### src/rtl/hilo_muldiv_unit.sv
// hilo_muldiv_unit: MIPS-style HI/LO multiply/divide unit.
// 32-bit signed/unsigned multiply (radix-2 shift-add) and divide (radix-2
// restoring), both iterating on operand magnitudes with a final sign fixup.
// Optional macro MULDIV_FAST_MUL_EN replaces the iterative multiply with a
// single-cycle 64-bit product; divide is unaffected.
module hilo_muldiv_unit (
    input  logic        clk,
    input  logic        rst,
    input  logic        start,
    input  logic        op_div,
    input  logic        is_unsigned,
    input  logic        mthi,
    input  logic        mtlo,
    input  logic [31:0] rs_data,
    input  logic [31:0] rt_data,
    output logic [31:0] hi,
    output logic [31:0] lo,
    output logic        busy,
    output logic        done,
    output logic        div_zero
);

    typedef enum logic [1:0] {
        IDLE = 2'd0,
        MUL  = 2'd1,
        DIV  = 2'd2,
        FIX  = 2'd3
    } state_t;

    state_t      state;
    logic [4:0]  cnt;           // iteration index, 0..31
    logic [31:0] a_mag;         // |multiplicand| or |dividend|
    logic [31:0] b_mag;         // |multiplier| or |divisor|
    logic [31:0] dividend_raw;  // rs_data as captured, returned on divide-by-zero
    logic        op_is_div;
    logic        neg_main;      // product / quotient must be negated
    logic        neg_rem;       // remainder must be negated (dividend sign)
    logic        b_zero;
    // Shared accumulator: product {hi,lo} during MUL, {remainder, quotient} during DIV.
    logic [31:0] acc_hi;
    logic [31:0] acc_lo;

    // Combinational datapath terms
    logic        cap_a_neg;
    logic        cap_b_neg;
    logic [31:0] cap_a_mag;
    logic [31:0] cap_b_mag;
    logic [32:0] mul_sum;
    logic [32:0] div_shift;
    logic [32:0] div_diff;
    logic [63:0] mul_mag;
    logic [63:0] mul_res;
    logic [31:0] quo_res;
    logic [31:0] rem_res;

    // Operand magnitudes, one iteration step of each algorithm, and sign fixup.
    // NOTE: every output of this block gets a value on every path (assigned
    // unconditionally here), so no latch can be inferred.
    always_comb begin
        cap_a_neg = ~is_unsigned & rs_data[31];
        cap_b_neg = ~is_unsigned & rt_data[31];
        cap_a_mag = cap_a_neg ? (~rs_data + 32'd1) : rs_data;
        cap_b_mag = cap_b_neg ? (~rt_data + 32'd1) : rt_data;

        // Shift-add: add multiplicand to the upper half when the current
        // multiplier bit (LSB of acc_lo) is set; the carry is kept as bit 32.
        mul_sum = {1'b0, acc_hi} + (acc_lo[0] ? {1'b0, a_mag} : 33'd0);

        // Restoring divide: bring the next dividend bit into the partial
        // remainder and try subtracting the divisor; bit 32 set means "restore".
        div_shift = {acc_hi, acc_lo[31]};
        div_diff  = div_shift - {1'b0, b_mag};

`ifdef MULDIV_FAST_MUL_EN
        mul_mag = {32'd0, a_mag} * {32'd0, b_mag};
`else
        mul_mag = {acc_hi, acc_lo};
`endif
        mul_res = neg_main ? (~mul_mag + 64'd1) : mul_mag;
        quo_res = neg_main ? (~acc_lo + 32'd1) : acc_lo;
        rem_res = neg_rem  ? (~acc_hi + 32'd1) : acc_hi;
    end

    // Control FSM, iteration datapath and architectural HI/LO with registered flags.
    // NOTE: sequential state uses non-blocking assignments only, so every flop
    // samples pre-edge values regardless of statement order.
    always_ff @(posedge clk) begin
        if (rst) begin
            state        <= IDLE;
            cnt          <= 5'd0;
            hi           <= 32'd0;
            lo           <= 32'd0;
            busy         <= 1'b0;
            done         <= 1'b0;
            div_zero     <= 1'b0;
            a_mag        <= 32'd0;
            b_mag        <= 32'd0;
            dividend_raw <= 32'd0;
            op_is_div    <= 1'b0;
            neg_main     <= 1'b0;
            neg_rem      <= 1'b0;
            b_zero       <= 1'b0;
            acc_hi       <= 32'd0;
            acc_lo       <= 32'd0;
        end else begin
            // Result flags are single-cycle pulses unless FIX raises them.
            done     <= 1'b0;
            div_zero <= 1'b0;

            case (state)
                IDLE: begin
                    if (start) begin
                        // start takes priority; any simultaneous move-to is dropped.
                        a_mag        <= cap_a_mag;
                        b_mag        <= cap_b_mag;
                        dividend_raw <= rs_data;
                        op_is_div    <= op_div;
                        neg_main     <= cap_a_neg ^ cap_b_neg;
                        neg_rem      <= cap_a_neg;
                        b_zero       <= (rt_data == 32'd0);
                        acc_hi       <= 32'd0;
                        // MUL shifts the multiplier out of acc_lo; DIV shifts
                        // the dividend out while quotient bits shift in.
                        acc_lo       <= op_div ? cap_a_mag : cap_b_mag;
                        cnt          <= 5'd0;
                        busy         <= 1'b1;
                        state        <= op_div ? DIV : MUL;
                    end else begin
                        if (mthi) hi <= rs_data;
                        if (mtlo) lo <= rs_data;
                    end
                end

                MUL: begin
`ifdef MULDIV_FAST_MUL_EN
                    // Whole product in one cycle; the fixup is merged here.
                    hi    <= mul_res[63:32];
                    lo    <= mul_res[31:0];
                    done  <= 1'b1;
                    busy  <= 1'b0;
                    state <= IDLE;
`else
                    acc_hi <= mul_sum[32:1];
                    acc_lo <= {mul_sum[0], acc_lo[31:1]};
                    if (cnt == 5'd31) begin
                        cnt   <= 5'd0;
                        state <= FIX;
                    end else begin
                        cnt <= cnt + 5'd1;
                    end
`endif
                end

                DIV: begin
                    if (!div_diff[32]) begin
                        acc_hi <= div_diff[31:0];
                        acc_lo <= {acc_lo[30:0], 1'b1};
                    end else begin
                        acc_hi <= div_shift[31:0];
                        acc_lo <= {acc_lo[30:0], 1'b0};
                    end
                    if (cnt == 5'd31) begin
                        cnt   <= 5'd0;
                        state <= FIX;
                    end else begin
                        cnt <= cnt + 5'd1;
                    end
                end

                FIX: begin
                    if (op_is_div) begin
                        if (b_zero) begin
                            // Divide by zero: raw dividend and all-ones, no fixup.
                            hi       <= dividend_raw;
                            lo       <= 32'hFFFF_FFFF;
                            div_zero <= 1'b1;
                        end else begin
                            hi <= rem_res;
                            lo <= quo_res;
                        end
                    end else begin
                        hi <= mul_res[63:32];
                        lo <= mul_res[31:0];
                    end
                    done  <= 1'b1;
                    busy  <= 1'b0;
                    state <= IDLE;
                end

                default: begin
                    busy  <= 1'b0;
                    state <= IDLE;
                end
            endcase
        end
    end

endmodule
### config.mk
export PLATFORM = sky130hd
export DESIGN_NAME = hilo_muldiv_unit
export DESIGN_NICKNAME = d
export VERILOG_FILES = /design/src/rtl/hilo_muldiv_unit.sv
export SDC_FILE = /design/constraint.sdc
export NUM_CORES = 1
export LEC_CHECK = 0
export ABC_CLOCK_PERIOD_IN_PS = 10950
export CAP_MARGIN = 10
export CELL_PAD_IN_SITES_DETAIL_PLACEMENT = 1
export CELL_PAD_IN_SITES_GLOBAL_PLACEMENT = 1
export CORE_AREA = 2 2 203 205
export DETAILED_ROUTE_END_ITERATION = 12
export DIE_AREA = 0 0 205 207
export GPL_TIMING_DRIVEN = 1
export HOLD_SLACK_MARGIN = 0.08
export PLACE_DENSITY_LB_ADDON = 0.12
export SYNTH_ARGS = -nofsm -noshare
export SYNTH_HDL_FRONTEND = slang
export SYNTH_SLANG_ARGS = --single-unit
export TNS_END_PERCENT = 1
### constraint.sdc
create_clock -name clk -period 10.95 [get_ports clk]
set_input_delay 2.19 -clock clk [delete_from_list [all_inputs] [get_ports clk]]
set_output_delay 2.19 -clock clk [all_outputs]
set_load 0.005 [all_outputs]
[Word-level counts from Yosys, hierarchy flattened]
Index checks and enable logic that the tools add are counted.
Cells by class
  add/sub/neg operators: 8
  multipliers: 0
  div/mod/pow operators: 0
  $lt $le $gt $ge: 0
  equal/unequal tests: 9
  shift-type cells: 0
  muxes and demuxes: 34
  bitwise gates (word level): 11
  reductions and logical operators: 14
Operators with widths (count)
  $mux 32: 17
  $pmux 32 s3: 2
  $add 32x1->32 const B: 4
  $not 32->32: 4
  $pmux 32 s2: 2
  $add 64x1->64 const B: 1
  $mux 64: 1
  $not 64->64: 1
  $add 32x32->33: 1
  $sub 33x32->33: 1
  $logic_not 32->1: 1
  $mux 5: 2
  $pmux 5 s2: 1
  $reduce_and 2->1: 5
  $ne 2x2->1 const B: 4
  $mux 2: 3
  $pmux 2 s3: 1
  $reduce_and 3->1: 2
  $add 5x1->5 const B: 1
  $eq 5x5->1 const B: 1
  $eq 2x2->1 const B: 2
  $mux 1: 4
  $reduce_bool 2->1: 2
  $not 1->1: 3
  other kinds (9): 10
Word-level totals
  register bits after elaboration: 238
  bits in latches: 0
  bits in writable memories: 0
  bits in read-only memories: 0
  output and inout port bits: 67
  logic and storage cells: 92
  memories: 0

[Depth between registers and ports, before layout]
  word-level depth: 6
  mapped depth: 15

[Worst setup path after synthesis]
Ideal clock, no wire load.
  path type: in2reg
  start: input rs_data[2]
  end: register acc_lo[29]
  library setup time: 117 ps
  arrival time: 4336 ps
  required time: 10833 ps
  slack: 6497 ps
  stages: 10
  path buffers: 1
  cells stage by stage: clkbuf_1 > nor4_1 > nand3_1 > nor2_1 > nand3_1 > or2_1 > o41ai_1 > xor2_1 > a221oi_1 > a22o_1
Between the ends
  word-level cells in the longest chain between the ends: 6
Ends and longest elaborated chain
  from (decl): RTL line 14  | input logic [31:0] rs_data,
  $not 32->32: RTL line 62  | cap_a_mag = cap_a_neg ? (~rs_data + 32'd1) : rs_data;
  $add 32x1->32: RTL line 62
  $mux 32: RTL line 62
  $mux 32: RTL line 124  | acc_lo <= op_div ? cap_a_mag : cap_b_mag;
  $mux 32: RTL line 112  | if (start) begin
  $pmux 32 s3: RTL line 110  | case (state)
  to (signal assigned): RTL line 124
  to (signal assigned): RTL line 144  | acc_lo <= {mul_sum[0], acc_lo[31:1]};
  to (signal assigned): RTL line 157  | acc_lo <= {acc_lo[30:0], 1'b1};
  to (decl): RTL line 41  | logic [31:0] acc_lo;
No other way between the ends. The select of a mux whose other input is x is not followed.
A chain may end at the register's enable or synchronous reset.

[Final worst setup path]
Same ends and word-level chain as after synthesis.

==> impl_metrics.ini <==
[status]
status = complete, no violations

[grt]
wire_length_of_the_first_global_routing_pass_um = 114000
global_route.peak_usage_layer = met2
grt_util_met1_pct = 44.15
grt_util_met2_pct = 54.95
grt_pass1_vias = 19010
gr-total-overflow = 0
groute.usage.overall_pct = 34.37
grt_max_degree = 100
grtUsageMet3_pct = 5.192
grt_antenna_before_repair = 1

[timing]
slew_viols_final = 0
final.setup.tns_ps = 0
highest_clock_rate_mhz = 200.6
finalHoldViolCount = 0
period_needed_ps = 4984
layout_worst_path_cycle_share_pct = 45.52
headroom_to_the_max_slew_limit_pct = 21.07
postLayoutSetupSlackWorst_ps = 5966
setup_viol_count_final = 0
max_slew.worst_pin.slew_ps = 1184
rsz_0062_raised_after_global_routing = false
worst_clock_skew_ps = 15.80

[cells_and_area]
final_layout_size_suffix_gt1_share_pct = 5.790
area.growth.synth_to_final_pct = 14.47
design.final.nets = 2543
final-seq-area_mm2 = 0.004748
layout.filler_cells = 5029
multi_input_comb_area_mm2 = 0.01211
final_cell_area_mm2 = 0.02048

[yosys]
synth-seq-area-share_pct = 26.51
synth_mux_area_share_pct = 4.202
synth_edf_count = 0
yosys.area.top_type_share_pct = 26.51
synth_top_flop_cell = dfxtp_1
dominant_combinational_cell_family_by_area_after_synthesis = compound AO/OA/AOI/OAI gates
per_instance_average_area_after_synthesis_um2 = 7.462
async_reset_ff_share_pct = 0
synth_adder_area_share_pct = 5.398
synth_compound_area_share_pct = 28.42
syn_nets = 2545
synth.yosys.warnings = 0
synth-xor-area-share_pct = 9.348
post_synth_inst_count = 2398
synth_simple_gate_area_share_pct = 20.07
cell_type_contributing_the_most_total_cell_area_after_synthesis = dfxtp_1
yosys_register_bits = 237
yosysUniqueCellTypes = 82
post_synth_instance_area_mm2 = 0.01789
synth_area_leaders = dfxtp_1 (27%), a21oi_1 (7.0%), xnor2_1 (6.5%)

[hold_path]
worst_hold_path_cell_count = 2
worstHoldPathType = reg2reg

[clock_network]
post_cts_hold_buffer_count = 0
clock-sinks = 237
clock_latency_ps = 590
post_cts_resize_count = 0
cts_tree = yes
cts-buffers-inserted = 31
clock_tree.htree_level_count = 1
cts_post_setup_buffers_inserted = 0
clk_path_buf_depth = 3
cts_root_buffer = clkbuf_16
clk_pin_slew_ps = 60

[power_and_ir_drop]
power_switching_share_pct = 41.58
pwr_density_cell_mw_per_mm2 = 190.4
seqPwrFrac_pct = 30.9
ir_worst_vdd_uv = 215.6
pwr-share-clk_pct = 28.0
comb_power_share_pct = 41.0
power.leakage_nw = 7.655
power_report.internal_total_w = 0.002278
psw_w = 0.001621

[placed_design]
place_ws_ps = 5462
finalWeightedCongestion = 0.9412
place_area_mm2 = 0.01941
place.detailed.hpwl_um = 54920
place.port_buffers = 137

[flow_run]
cap_violations = 0

[floorplan]
floorplan.core_area_mm2 = 0.04037
floorplan.die.height_um = 207
core.rowCount = 74
starting_density_of_the_core_pct = 44.33
die_area_mm2 = 0.04244
chipWidth_um = 205
io-pin-count = 138

[worst_setup_path]
crit_path_required_time_ps = 11430
r2r.worst_path.cells = 12
timing.critical_path.arrival_ps = 5460
criticalPathCategory = in2reg
crit_path_end_kind = flip-flop
setup.worst_path.start_class = input port
critPathMaxFanout = 8

[drt]
via_count = 18720
wl_um = 74560
detail_route.drc_violations = 0
iteration_0_drc_markers = 1499
drtPass1Iterations = 5
routed_wire_length_per_instance_um = 25.27
vias_per_cell = 6.345
drt.antenna.violating_nets = 0
[cell families after synthesis]
family / count (synthesis)
multiplexers: 73
adder cells (fa/ha/maj): 76
XOR/XNOR: 191
buffers and inverters: 278
flip-flops: 237
AND/OR/NAND/NOR: 766
AO/OA/AOI/OAI: 777
[synth_stat cells (20+ instances only)]
master / count
a21oi_1: 252
o221ai_1: 40
nand2b_1: 29
a211oi_1: 77
xnor2_1: 133
xor2_1: 58
nor2_1: 196
o21ai_0: 132
nand3_1: 31
dfxtp_1: 237
a22oi_1: 26
clkbuf_1: 183
nor4_1: 21
nand2_1: 288
a21o_1: 24
inv_1: 72
nor3_1: 48
a31oi_1: 20
and2_1: 36
ha_1: 74
o211ai_1: 45
nor2b_1: 23
o31ai_1: 24
mux2i_1: 56
[worst max-delay path: stages]
cell             delay, ps
clkdlybuf4s50_1        590
nor4_1                 790
nand3_1                270
nor2_1                 240
nand3_1                160
or2_1                  320
o41ai_1                320
xor2_1                 250
a221oi_1               110
a22o_1                 240
[power groups by stage]
stage               clock network (W)  registers, W  logic (W)
floorplan                           0       0.00114    0.00106
global placement                    0       0.00121    0.00152
detailed placement                  0       0.00122    0.00156
CTS                           0.00110       0.00120    0.00158
global route                  0.00113       0.00122    0.00174
finish                        0.00109       0.00121    0.00160
[path summary, 6_finish.rpt]
kind / from / end / slack [ps]
worst max-delay path: rs_data[2] / acc_lo[29] / 5970
worst min-delay path: lo[25] / lo[25] / 460
worst max register to register: acc_hi[0] / acc_hi[12] / 6080
worst min register to register: lo[25] / lo[25] / 460
[metal layers]
metal  vias up  part of all wire, %
li1       8641                    -
met1      9250                   43
met2       645                   46
met5         -                    0
met3       188                  5.8
met4         0                  6.1
[layout make-up]
cell class	instances	share of cell area, %
Tap cell	532	3.250
Clock inverter	16	1.075
Timing Repair Buffer	169	7.874
Antenna cell	1	0.01222
Inverter	74	1.356
Clock buffer	39	4.129
Multi-Input combinational cell	1883	59.12
Sequential cell	237	23.18
[cells in the final DEF (no fill, tap or decap), types with 58 or more instances in the layout]
cell / Yosys / layout
nor2_1: 196 / 194
a211oi_1: 77 / 77
inv_1: 72 / 72
xor2_1: 58 / 58
xnor2_1: 133 / 133
o21ai_0: 132 / 132
dfxtp_1: 237 / 234
ha_1: 74 / 71
a21oi_1: 252 / 250
clkdlybuf4s50_1: 0 / 136
nand2_1: 288 / 287
[state kept, by name (all words and copies together), names as in the netlist, 2 cells and up]
register / count
b_mag: 32
acc_hi: 32
acc_lo: 32
dividend_raw: 31
state: 2
cnt: 5
a_mag: 32
hi: 32
lo: 32
[through the flow]
stage | utilization (%) | total power (W) | instances | hold WS, ps
3_5_place_dp | 48.09 | 0.002784 | 2895 | 449.8
3_3_place_gp | 48.09 | 0.002734 | 2895 | 437.6
4_1_cts | 50.73 | 0.003884 | 2950 | 457.8
5_1_grt | 50.73 | 0.004099 | 2950 | 477.0
6_report | 50.74 | 0.003900 | 2951 | 456.1
2_1_floorplan | - | 0.002206 | 2398 | 431.2
Power figures use the tool's default switching activity.
